### config.mk
export PLATFORM = sky130hd
export DESIGN_NAME = beam_direction_detector
export DESIGN_NICKNAME = d
export VERILOG_FILES = /design/src/rtl/hdd_pkg.sv /design/src/rtl/beam_debouncer.sv /design/src/rtl/beam_direction_detector.sv
export SDC_FILE = /design/constraint.sdc
export NUM_CORES = 1
export LEC_CHECK = 0
export BUFFER_PORTS_ARGS = -buffer_cell sky130_fd_sc_hd__buf_2
export CORE_AREA = 2 2 53 55
export DETAILED_ROUTE_END_ITERATION = 8
export DIE_AREA = 0 0 55 57
export GPL_ROUTABILITY_DRIVEN = 0
export PLACE_DENSITY = 0.81
export SETUP_SLACK_MARGIN = 0.5
export SLEW_MARGIN = 20
export SYNTH_ARGS = -nofsm -noshare
export SYNTH_HDL_FRONTEND = slang
export SYNTH_SLANG_ARGS = --single-unit
### constraint.sdc
create_clock -name clk -period 4.5 [get_ports clk]
set_clock_uncertainty 0.05 [all_clocks]
set_input_delay 0.225 -clock clk [delete_from_list [all_inputs] [get_ports clk]]
set_output_delay 0.225 -clock clk [all_outputs]
set_load 0.01 [all_outputs]
### src/rtl/hdd_pkg.sv
// Shared types and constants for the doorway beam direction detector.
// Beam pairs are always written {fa, fb}: outer beam in the MSB, inner beam in the LSB.
`timescale 1ns/1ps
package hdd_pkg;

    localparam int DEFAULT_DEBOUNCE_CYCLES = 4;
    localparam int DEFAULT_TIMEOUT_CYCLES  = 1000;

    typedef logic [1:0] beam_pair_t;

    localparam beam_pair_t PAIR_NONE   = 2'b00;
    localparam beam_pair_t PAIR_B_ONLY = 2'b01;
    localparam beam_pair_t PAIR_A_ONLY = 2'b10;
    localparam beam_pair_t PAIR_BOTH   = 2'b11;

    typedef enum logic [2:0] {
        IDLE,
        ENT1,
        ENT2,
        ENT3,
        EXT1,
        EXT2,
        EXT3,
        WAIT_CLEAR
    } dir_state_t;

    // States in which the dwell timer runs.
    function automatic logic is_tracking(input dir_state_t state);
        return (state != IDLE) && (state != WAIT_CLEAR);
    endfunction

    // Passage tracking on filtered beam levels; the exit path is the entry path with the beams swapped.
    function automatic dir_state_t dir_next(input dir_state_t state, input beam_pair_t pair);
        dir_state_t next_state;
        next_state = state;
        case (state)
            IDLE: begin
                case (pair)
                    PAIR_A_ONLY: next_state = ENT1;
                    PAIR_B_ONLY: next_state = EXT1;
                    PAIR_BOTH:   next_state = WAIT_CLEAR;
                    default:     next_state = IDLE;
                endcase
            end
            ENT1: begin
                case (pair)
                    PAIR_BOTH:   next_state = ENT2;
                    PAIR_NONE:   next_state = IDLE;
                    PAIR_B_ONLY: next_state = WAIT_CLEAR;
                    default:     next_state = ENT1;
                endcase
            end
            ENT2: begin
                case (pair)
                    PAIR_B_ONLY: next_state = ENT3;
                    PAIR_A_ONLY: next_state = ENT1;
                    PAIR_NONE:   next_state = WAIT_CLEAR;
                    default:     next_state = ENT2;
                endcase
            end
            ENT3: begin
                case (pair)
                    PAIR_NONE:   next_state = IDLE;
                    PAIR_BOTH:   next_state = ENT2;
                    PAIR_A_ONLY: next_state = WAIT_CLEAR;
                    default:     next_state = ENT3;
                endcase
            end
            EXT1: begin
                case (pair)
                    PAIR_BOTH:   next_state = EXT2;
                    PAIR_NONE:   next_state = IDLE;
                    PAIR_A_ONLY: next_state = WAIT_CLEAR;
                    default:     next_state = EXT1;
                endcase
            end
            EXT2: begin
                case (pair)
                    PAIR_A_ONLY: next_state = EXT3;
                    PAIR_B_ONLY: next_state = EXT1;
                    PAIR_NONE:   next_state = WAIT_CLEAR;
                    default:     next_state = EXT2;
                endcase
            end
            EXT3: begin
                case (pair)
                    PAIR_NONE:   next_state = IDLE;
                    PAIR_BOTH:   next_state = EXT2;
                    PAIR_B_ONLY: next_state = WAIT_CLEAR;
                    default:     next_state = EXT3;
                endcase
            end
            default: begin
                next_state = (pair == PAIR_NONE) ? IDLE : WAIT_CLEAR;
            end
        endcase
        return next_state;
    endfunction

endpackage

### src/rtl/beam_debouncer.sv
// Two-flop synchroniser followed by a stability counter for one raw beam input.
// The filtered level only follows the synchronised level after DEBOUNCE_CYCLES consecutive disagreeing samples.
`timescale 1ns/1ps
module beam_debouncer
    import hdd_pkg::*;
#(
    parameter int DEBOUNCE_CYCLES = DEFAULT_DEBOUNCE_CYCLES
) (
    input  logic clk,
    input  logic reset,
    input  logic raw,
    output logic filtered
);

    localparam int CW = $clog2(DEBOUNCE_CYCLES + 1);
    localparam logic [CW-1:0] CNT_LAST = CW'(DEBOUNCE_CYCLES - 1);

    logic          sync_q1;
    logic          sync_q2;
    logic [CW-1:0] cnt;

    // NOTE: non-blocking assignments let sync_q2 sample the old sync_q1, giving a true two-stage chain.
    always_ff @(posedge clk or negedge reset) begin
        if (!reset) begin
            sync_q1  <= 1'b0;
            sync_q2  <= 1'b0;
            cnt      <= '0;
            filtered <= 1'b0;
        end else begin
            sync_q1 <= raw;
            sync_q2 <= sync_q1;
            if (sync_q2 == filtered) begin
                cnt <= '0;
            end else if (cnt == CNT_LAST) begin
                filtered <= sync_q2;
                cnt      <= '0;
            end else begin
                cnt <= cnt + CW'(1);
            end
        end
    end

endmodule

### src/rtl/beam_direction_detector.sv
// Doorway front-end: debounces the outer/inner beams and tracks passage direction,
// pulsing human_detected on entries and human_exited on exits, with a fault level for stuck or ambiguous beams.
`timescale 1ns/1ps
module beam_direction_detector
    import hdd_pkg::*;
#(
    parameter int DEBOUNCE_CYCLES = DEFAULT_DEBOUNCE_CYCLES,
    parameter int TIMEOUT_CYCLES  = DEFAULT_TIMEOUT_CYCLES
) (
    input  logic clk,
    input  logic reset,
    input  logic beam_a,
    input  logic beam_b,
    output logic human_detected,
    output logic human_exited,
    output logic fault,
    output logic busy
);

    localparam int TW = $clog2(TIMEOUT_CYCLES + 1);
    localparam logic [TW-1:0] TIMER_LAST = TW'(TIMEOUT_CYCLES - 1);

    logic          fa;
    logic          fb;
    dir_state_t    state;
    dir_state_t    next_state;
    logic [TW-1:0] timer;

    beam_debouncer #(.DEBOUNCE_CYCLES(DEBOUNCE_CYCLES)) u_deb_a (
        .clk      (clk),
        .reset    (reset),
        .raw      (beam_a),
        .filtered (fa)
    );

    beam_debouncer #(.DEBOUNCE_CYCLES(DEBOUNCE_CYCLES)) u_deb_b (
        .clk      (clk),
        .reset    (reset),
        .raw      (beam_b),
        .filtered (fb)
    );

    // NOTE: next_state is assigned before any condition so no path leaves it unassigned (no latch).
    always_comb begin
        next_state = dir_next(state, {fa, fb});
        // A beam pattern that has not moved for the whole timeout is treated as stuck.
        if ((next_state == state) && is_tracking(state) && (timer == TIMER_LAST)) begin
            next_state = WAIT_CLEAR;
        end
    end

    always_ff @(posedge clk or negedge reset) begin
        if (!reset) begin
            state          <= IDLE;
            timer          <= '0;
            human_detected <= 1'b0;
            human_exited   <= 1'b0;
            fault          <= 1'b0;
            busy           <= 1'b0;
        end else begin
            state <= next_state;
            if ((next_state != state) || !is_tracking(state)) begin
                timer <= '0;
            end else begin
                timer <= timer + TW'(1);
            end
            human_detected <= (state == ENT3) && (next_state == IDLE);
            human_exited   <= (state == EXT3) && (next_state == IDLE);
            fault          <= (next_state == WAIT_CLEAR);
            busy           <= (next_state != IDLE);
        end
    end

endmodule

==> Yosys cells after proc, flatten, opt, wreduce, memory -nomap -nowiden <==
Cells that the tools add are included.
{ "word_totals": {"regBits": 29, "inputBits": 4, "output_inout_bits": 4, "wordCells": 66} }
{ "op_classes": {"n_addsub": 3, "eq_ne": 18, "n_mux": 15, "bitwise_logic": 2, "n_reduce_logical": 14} }
{ "ops": {"columns": ["op", "count"], "rows": [
  ["$pmux 3 s3", 6],
  ["$pmux 3 s7", 1],
  ["$mux 3", 6],
  ["$eq 3x2->1 const B", 4],
  ["$eq 3x3->1 const B", 4],
  ["$add 10x1->10 const B", 1],
  ["$eq 10x10->1 const B", 1],
  ["$mux 10", 1],
  ["$add 3x1->3 const B", 2],
  ["$logic_not 3->1", 2],
  ["$pmux 2 s3", 1],
  ["$reduce_bool 3->1", 2],
  ["$logic_and 1x1->1", 5],
  ["$eq 2x2->1 const B", 2],
  ["$reduce_and 2->1", 2],
  ["$eq 3x1->1 const B", 1],
  ["$eq 3x3->1", 1],
  ["$ne 3x3->1", 1],
  ["$ne 3x3->1 const B", 1],
  ["$eq 1x1->1", 2],
  ["$eq 2x1->1 const B", 1],
  ["$logic_not 2->1", 1],
  ["$not 1->1", 2],
  ["$logic_not 1->1", 1],
  ["$logic_or 1x1->1", 1]
]} }

==> Logic depth before layout (Yosys ltp) <==
Gate-level depths: netlist of the first run.
{ "logic_depth": {"depth_word": 10, "mapped_depth": 8, "depth_no_buf": 8} }

==> By module <==
From an unflattened synthesis of the first run, not the netlist that was laid out.
{ "unflattened": {"cells_unflattened": 157, "area_unflattened_um2": 1684.1} }
{ "modules_own_cells": {"columns": ["module", "n_inst", "cells_per_inst", "area_per_inst_um2", "seq_area_each_um2"], "rows": [
  ["beam_direction_detector", 1, 131, 1238.7, 425.4],
  ["beam_debouncer at u_deb_a", 1, 13, 229.0, 150.1],
  ["beam_debouncer at u_deb_b", 1, 13, 216.5, 150.1]
]} }

==> Worst setup path after synthesis of the first run <==
OpenSTA, ideal clock, no wires.
{ "synth_path": {"kind": "register to register", "from": "reg u_deb_a.filtered", "to": "reg busy", "setup_time_ps": 122, "arrival_time_ps": 1971, "required_ps": 4328, "slack_ps": 2357, "stages_incl_launch_ff": 8, "n_path_buf": 0, "period_less_slack_ps": 2143, "path_cell_list": "dfrtp_1 -> inv_1 -> ha_1 -> mux4_1 -> a21oi_1 -> nor3_4 -> a21o_1 -> nand2b_1"} }
{ "synth_between": {"elab_chain_cells": 8, "word_cells_on_any_way": 18, "classes_between": "eq/ne (4); mux (10); reduce/logical (4)"} }
{ "synth_lines": {"columns": ["element", "line", "source"], "rows": [
  ["from (decl)", "beam_debouncer.sv:12", "output logic filtered"],
  ["from (signal assigned)", "beam_debouncer.sv:35", "filtered <= sync_q2;"],
  ["$eq 2x1->1 (tied with other cells)", null, null],
  ["$pmux 3 s3 (tied with other cells)", "hdd_pkg.sv:86", "case (pair)"],
  ["$pmux 3 s7 *", "hdd_pkg.sv:36", "case (state)"],
  ["$eq 3x3->1", "beam_direction_detector.sv:47", "if ((next_state == state) && is_tracking(state) && (timer == TIMER_LAST)) begin"],
  ["$logic_and 1x1->1 (2 in series)", "beam_direction_detector.sv:47", null],
  ["$mux 3 *", "beam_direction_detector.sv:47", null],
  ["$reduce_bool 3->1 *", "beam_direction_detector.sv:70", "busy <= (next_state != IDLE);"],
  ["to (signal assigned)", "beam_direction_detector.sv:70", null],
  ["to (decl)", "beam_direction_detector.sv:17", "output logic busy"]
]} }
Every way passes the cells marked *; elsewhere a longest branch is shown, timed or not.
A chain may end at the register's enable or synchronous reset.

==> Worst setup path after layout of the first run <==
Ends and elaborated chain as after synthesis.

==> qor.yml, run 1 <==
status:
  outcome: "completed"
cells_and_area:
  nets: 177
  syn_to_final_growth_pct: 7.36
  fillers: 205
  final_area_um2: 1700
  drive_gt1_share_pct: 11.0
  num_antenna_cells: 0
setup_path:
  required_ps: 4660
  startpoint_type: "flop"
  crit_path_max_fanout: 6
  slowest_stage: "mux4_1"
  worstReg2RegStart: "u_deb_a.filtered"
  cp-endpoint: "busy"
  path_buf_inv: 1
  critPathMaxStageDelay_ps: 520
  crit_start: "u_deb_a.filtered"
  rr_endpoint: "busy"
  timing.critical_path.arrival_ps: 2510
  r2r_cells: 7
  critPathTopFamily: "multiplexers"
  path_cells: "inv_1, ha_1, mux4_1, a21oi_1, nor3_4, a21o_1, nand2b_1"
  cp.depth: 7
  reg2reg_slack_ps: 2150
  crit_path_end_kind: "flop"
  crit_type: "reg -> reg"
route:
  vias: 1082
  ant_nets: 0
  routed_wirelength_um: 2730
  first_pass_iters: 4
  first_iter_violations: 31
  viasPerCell: 5.58
  route.detailed.drc: 0
  wl_per_cell_um: 14.1
floorplanning:
  die_area_um2: 3140
  rows: 19
  die_x_um: 55
  core_um2: 2620
  start_util_pct: 60.5
  ios: 8
  die_y_um: 57
synth:
  ys_types: 41
  syn_nets: 163
  yosys_most_used_dff: "dfrtp_1"
  syn_area_per_cell_um2: 10.7
  synth_top_area_cell: "dfrtp_1"
  synth_cells: 148
  synth-edff-count: 0
  ys_seq_elements: 29
  async_flop_share_pct: 100
  yosys-top-cells-area: "dfrtp_1, ha_1, xnor2_1, nor2_1, nand2_1"
  synth_area_um2: 1580
  synth_top_area_share_pct: 45.9
  ys_seq_area_share_pct: 45.9
  synth_warnings: 0
cts:
  cts_tree: "yes"
  clk_pin_slew_worst_paths_ps: 90
  cts_max_level: 2
  clkLatencyLatePin_ps: 320
  cts.path.max_buffers: 2
  root_buffer: "clkbuf_4"
  numCtsBuffers: 5
  cts.sinks: 29
power:
  powerDensity_nw_per_um2: 632
  peakVddDrop_mv: 0.459
  p_total_mw: 1.07
  power.leakage_nw: 0.763
timing:
  slew-limit-headroom_pct: 57.6
  rsz0062_at_grt: "false"
  slew_violations: 0
  tns_ps: 0
  worstMarginPinSlew_ps: 637
  min_period_ps: 2350
  setup-violations-final: 0
  max_freq_ghz: 0.426
  timing.final.crit_share_pct: 52.1
  hold_violations: 0
global_routing:
  grt_pass1_wl_um: 4630
  overflow: 0
  grt_usage_pct: 21.2
  antenna_found_initial: 0
  grt_pass1_vias: 1033
  grt_max_degree: 30
placement:
  port_buffers: 7
  hpwl_um: 1980
  postPlaceCellArea_um2: 1620
flow_run:
  max-cap-violations: 0
min_path:
  hold_class: "reg -> reg"
  holdCritStartpoint: "u_deb_b.sync_q1"
==> area by class of cell <==
cell class                      instances  area, um2  share of cell area, %
Clock buffer                            8       48.8                   2.87
Timing Repair Buffer                   10       65.1                   3.83
Sequential cell                        29        726                   42.7
Tap cell                               31       38.8                   2.28
Inverter                                9       33.8                   1.99
Multi-Input combinational cell        107        786                   46.3
==> cell usage in the layout (no fill, tap or decap), drive strengths merged, types with 5 or more instances in the layout <==
cell type / count
buf: 7
clkbuf: 8
dfrtp: 29
ha: 11
inv: 9
nand2: 10
nand3: 7
nor2: 15
nor3b: 5
o21ai: 6
xnor2: 7
==> power by group <==
part	leakage, nW	switching, mW	total, mW	internal (mW)
Combinational	0.359	0.304	0.537	0.234
Sequential	0.378	0.0766	0.390	0.313
Clock	0.0265	0.0838	0.146	0.0622
==> kinds of logic after synthesis <==
kind of cell             after synthesis  synth area share, %
AND/OR/NAND/NOR                       61                 21.5
flip-flops                            29                 45.9
AO/OA/AOI/OAI                         23                 11.7
buffers and inverters                 12                 4.43
XOR/XNOR                              11                 6.09
adder cells (fa/ha/maj)               11                 8.70
multiplexers                           1                 1.66
==> through the flow <==
step | hold slack (ps) | utilization [%] | cells | worst slack (ps)
after floorplan | -121 | - | 148 | 2360
after global placement | 212 | 61.9 | 183 | 2290
after detailed placement | 235 | 61.9 | 183 | 2180
after CTS | 305 | 64.9 | 194 | 2170
after global routing | 312 | 64.9 | 194 | 2040
final | 304 | 64.9 | 194 | 2150
==> state kept, by name, summed over array words and instances, names as in the netlist, 3 cells and up <==
register     cells
timer           10
u_deb_b.cnt      3
state            3
u_deb_a.cnt      3
==> worst reg2reg max path, stage by stage (launching register included) <==
cell and delay [ps]:
dfrtp_1 480, inv_1 160, ha_1 340, mux4_1 520
a21oi_1 260, nor3_4 80, a21o_1 210, nand2b_1 150
==> cell usage after synthesis, types with 3 or more instances <==
cell type,number
dfrtp_1,29
nor2_1,15
ha_1,11
nand2_1,10
inv_1,9
nand3_1,7
xnor2_1,7
o21ai_0,6
and3_1,4
nor3b_1,4
xor2_1,4
nand2b_1,3
nor3_1,3
o21a_1,3
==> timing repair <==
action / CTS / global route
resized for setup: 0 / 0
hold endpoints to repair: 31 / 0
hold buffers: 3 / 0
buffers inserted: 0 / 0
==> routing by layer <==
| layer | part of all wire (%) | GRT usage, % | wire (um) | vias up |
|---|---|---|---|---|
| met3 | 3.1 | 9.16 | 84 | 4 |
| met5 | 0 | 0 | 0 | - |
| met4 | 1.2 | 10.1 | 34 | 0 |
| met2 | 48 | 28.7 | 1320 | 15 |
| li1 | - | - | - | 543 |
| met1 | 47 | 29.2 | 1290 | 520 |
==> how the worst min path moves through the flow <==
| stage | cells after the start | slack [ps] | to |
|---|---|---|---|
| 4_1_cts | 0 | 310 | u_deb_b.sync_q2 |
| 2_1_floorplan | 0 | -120 | busy |
| 6_report | 0 | 300 | u_deb_b.sync_q2 |
| 5_1_grt | 0 | 310 | u_deb_b.sync_q2 |
| 3_3_place_gp | 1 | 210 | u_deb_a.sync_q1 |
| 3_5_place_dp | 1 | 240 | u_deb_b.cnt[1] |
No activity file was read; power rests on OpenSTA's default activity.
==> inputs of run 2 (changes only) <==
--- a/config.mk
+++ b/config.mk
@@ -6,11 +6,11 @@
 export NUM_CORES = 1
 export LEC_CHECK = 0
 export BUFFER_PORTS_ARGS = -buffer_cell sky130_fd_sc_hd__buf_2
-export CORE_AREA = 2 2 53 55
+export CORE_AREA = 2 2 55 57
 export DETAILED_ROUTE_END_ITERATION = 8
-export DIE_AREA = 0 0 55 57
+export DIE_AREA = 0 0 57 59
 export GPL_ROUTABILITY_DRIVEN = 0
-export PLACE_DENSITY = 0.81
+export PLACE_DENSITY = 0.75
 export SETUP_SLACK_MARGIN = 0.5
 export SLEW_MARGIN = 20
 export SYNTH_ARGS = -nofsm -noshare
==> constraint.sdc (replaced) <==
create_clock -name clk -period 2.3 [get_ports clk]
set_clock_uncertainty 0.05 [all_clocks]
set_input_delay 0.115 -clock clk [delete_from_list [all_inputs] [get_ports clk]]
set_output_delay 0.115 -clock clk [all_outputs]
set_load 0.01 [all_outputs]
==> run 2 against run 1 <==
Power grew to 2.6 times the previous value. Non-clock buffer count grew 14. Register-to-register slack worse by 2000 ps. Core utilization grew 7.9 points. First-iteration DRC count grew to 3.2 times the previous value. Fmax rose by 9.7%. Critical path type unchanged. Largest power group unchanged.
==> qor.yml, run 2 (synthesis results as in run 1) <==
status:
  outcome: "completed"
floorplanning:
  die_x_um: 57
  ios: 8
  die_area_um2: 3360
  start_util_pct: 58.4
  core_um2: 2710
  rows: 19
  die_y_um: 59
cells_and_area:
  final_cell_mix: "dfrtp_1, nor2_1, buf_4"
  drive_gt1_share_pct: 31.5
  largest_reg_flops: 10
  top_register: "timer"
  final_common_cell: "dfrtp_1"
  layoutNonFillerInstCount: 209
  final_area_um2: 1970
  multiInputGateArea_um2: 917
  num_antenna_cells: 0
  fillers: 187
  nets: 192
  register_area_um2: 729
  syn_to_final_growth_pct: 24.8
setup_path:
  path_cells: "clkinv_4, ha_4, mux4_2, a21oi_4, nor3_4, buf_6, a21o_1, nand2b_4"
  cp-endpoint: "busy"
  crit_path_end_kind: "flop"
  timing.critical_path.arrival_ps: 2330
  crit_start: "u_deb_b.filtered"
  required_ps: 2490
  worstReg2RegStart: "u_deb_b.filtered"
  cp.depth: 8
  reg2reg_slack_ps: 160
  path_buf_inv: 2
  slowest_stage: "mux4_2"
  rr_endpoint: "busy"
  critPathTopFamily: "multiplexers"
  startpoint_type: "flop"
  crit_path_max_fanout: 5
  crit_type: "reg -> reg"
  critPathMaxStageDelay_ps: 510
  r2r_cells: 8
power:
  p_int_mw: 1.63
  p_total_mw: 2.83
  powerDensity_nw_per_um2: 1430
  pwr-share-comb_pct: 60.7
  clkPwrFrac_pct: 12.8
  peakVddDrop_mv: 1.55
  power.leakage_nw: 0.863
  p_sw_mw: 1.20
  seqPwrFrac_pct: 26.5
  switching_share_pct: 42.4
placement:
  postPlaceCellArea_um2: 1640
  port_buffers: 7
  hpwl_um: 1990
  dp.cells: 184
cts:
  root_buffer: "clkbuf_4"
  clk_pin_slew_worst_paths_ps: 100
  cts.sinks: 29
  cts_tree: "yes"
  numCtsBuffers: 5
  cts.path.max_buffers: 2
  cts_max_level: 2
  clkLatencyLatePin_ps: 340
global_routing:
  antenna_found_initial: 0
  overflow: 0
  grt_pass1_vias: 1228
  grt_max_degree: 30
  grt_usage_pct: 22.7
  grt_pass1_wl_um: 5750
timing:
  tns_ps: 0
  hold_violations: 0
  setup-violations-final: 0
  min_period_ps: 2140
  slew-limit-headroom_pct: 57.9
  slew_violations: 0
  max_freq_ghz: 0.467
  timing.final.crit_share_pct: 93.0
  worstMarginPinSlew_ps: 631
  rsz0062_at_grt: "true"
flow_run:
  max-cap-violations: 0
min_path:
  hold_class: "in -> async"
route:
  vias: 1177
  wl_per_cell_um: 15.3
  routed_wirelength_um: 3200
  first_pass_iters: 4
  ant_nets: 0
  route.detailed.drc: 0
  viasPerCell: 5.63
  first_iter_violations: 98
==> run 2: worst min path at each step <==
stage,start,endpoint
floorplan,reset,busy
global placement,reset,u_deb_a.cnt[0]
detailed placement,reset,u_deb_a.cnt[2]
CTS,reset,u_deb_a.cnt[2]
global route,u_deb_a.sync_q1,u_deb_a.sync_q2
finish,reset,timer[9]
==> run 2: repair_timing <==
| action | CTS | global route |
|---|---|---|
| buffers inserted | 10 | 3 |
| hold buffers | 3 | 0 |
| resized for setup | 17 | 9 |
| endpoints found under the setup margin | 17 | 17 |
| gates cloned | 1 | 0 |
| endpoints found under the hold margin | 31 | 0 |
| pin swaps | 16 | 10 |
==> run 2: metal layers <==
layer  up-vias  wire (um)  track usage, %
li1        574          -               -
met1       567       1420            29.3
met2        30       1580            36.6
met3         6        155            6.99
met4         0         46            8.31
met5         -          0               0
==> run 2: cell type report <==
| class | instances | share of cell area [%] |
|---|---|---|
| Timing Repair Buffer | 24 | 9.00 |
| Clock inverter | 1 | 0.253 |
| Sequential cell | 29 | 36.9 |
| Clock buffer | 7 | 3.30 |
| Tap cell | 31 | 1.96 |
| Inverter | 9 | 2.09 |
| Multi-Input combinational cell | 108 | 46.5 |
==> run 2: worst reg2reg max path: stages, from the launching register on <==
cell,delay (ps)
dfrtp_2,430
clkinv_4,110
ha_4,230
mux4_2,520
a21oi_4,190
nor3_4,50
buf_6,150
a21o_1,190
nand2b_4,140
==> run 2: stage by stage <==
stage	hold WS [ps]	worst slack, ps	util (%)
floorplan	-231	295	-
global placement	97.8	164	60.6
detailed placement	124	114	60.6
CTS	294	227	70.5
global route	329	93.8	72.9
finish	272	160	72.9
==> run 2: power groups by stage <==
stage               registers (mW)  logic [mW]  clock network [mW]
finish                       0.750        1.72               0.363
global route                 0.771        1.86               0.394
CTS                          0.746        1.47               0.371
detailed placement           0.758        1.12                   0
global placement             0.748        1.07                   0
floorplan                    0.708       0.969                   0
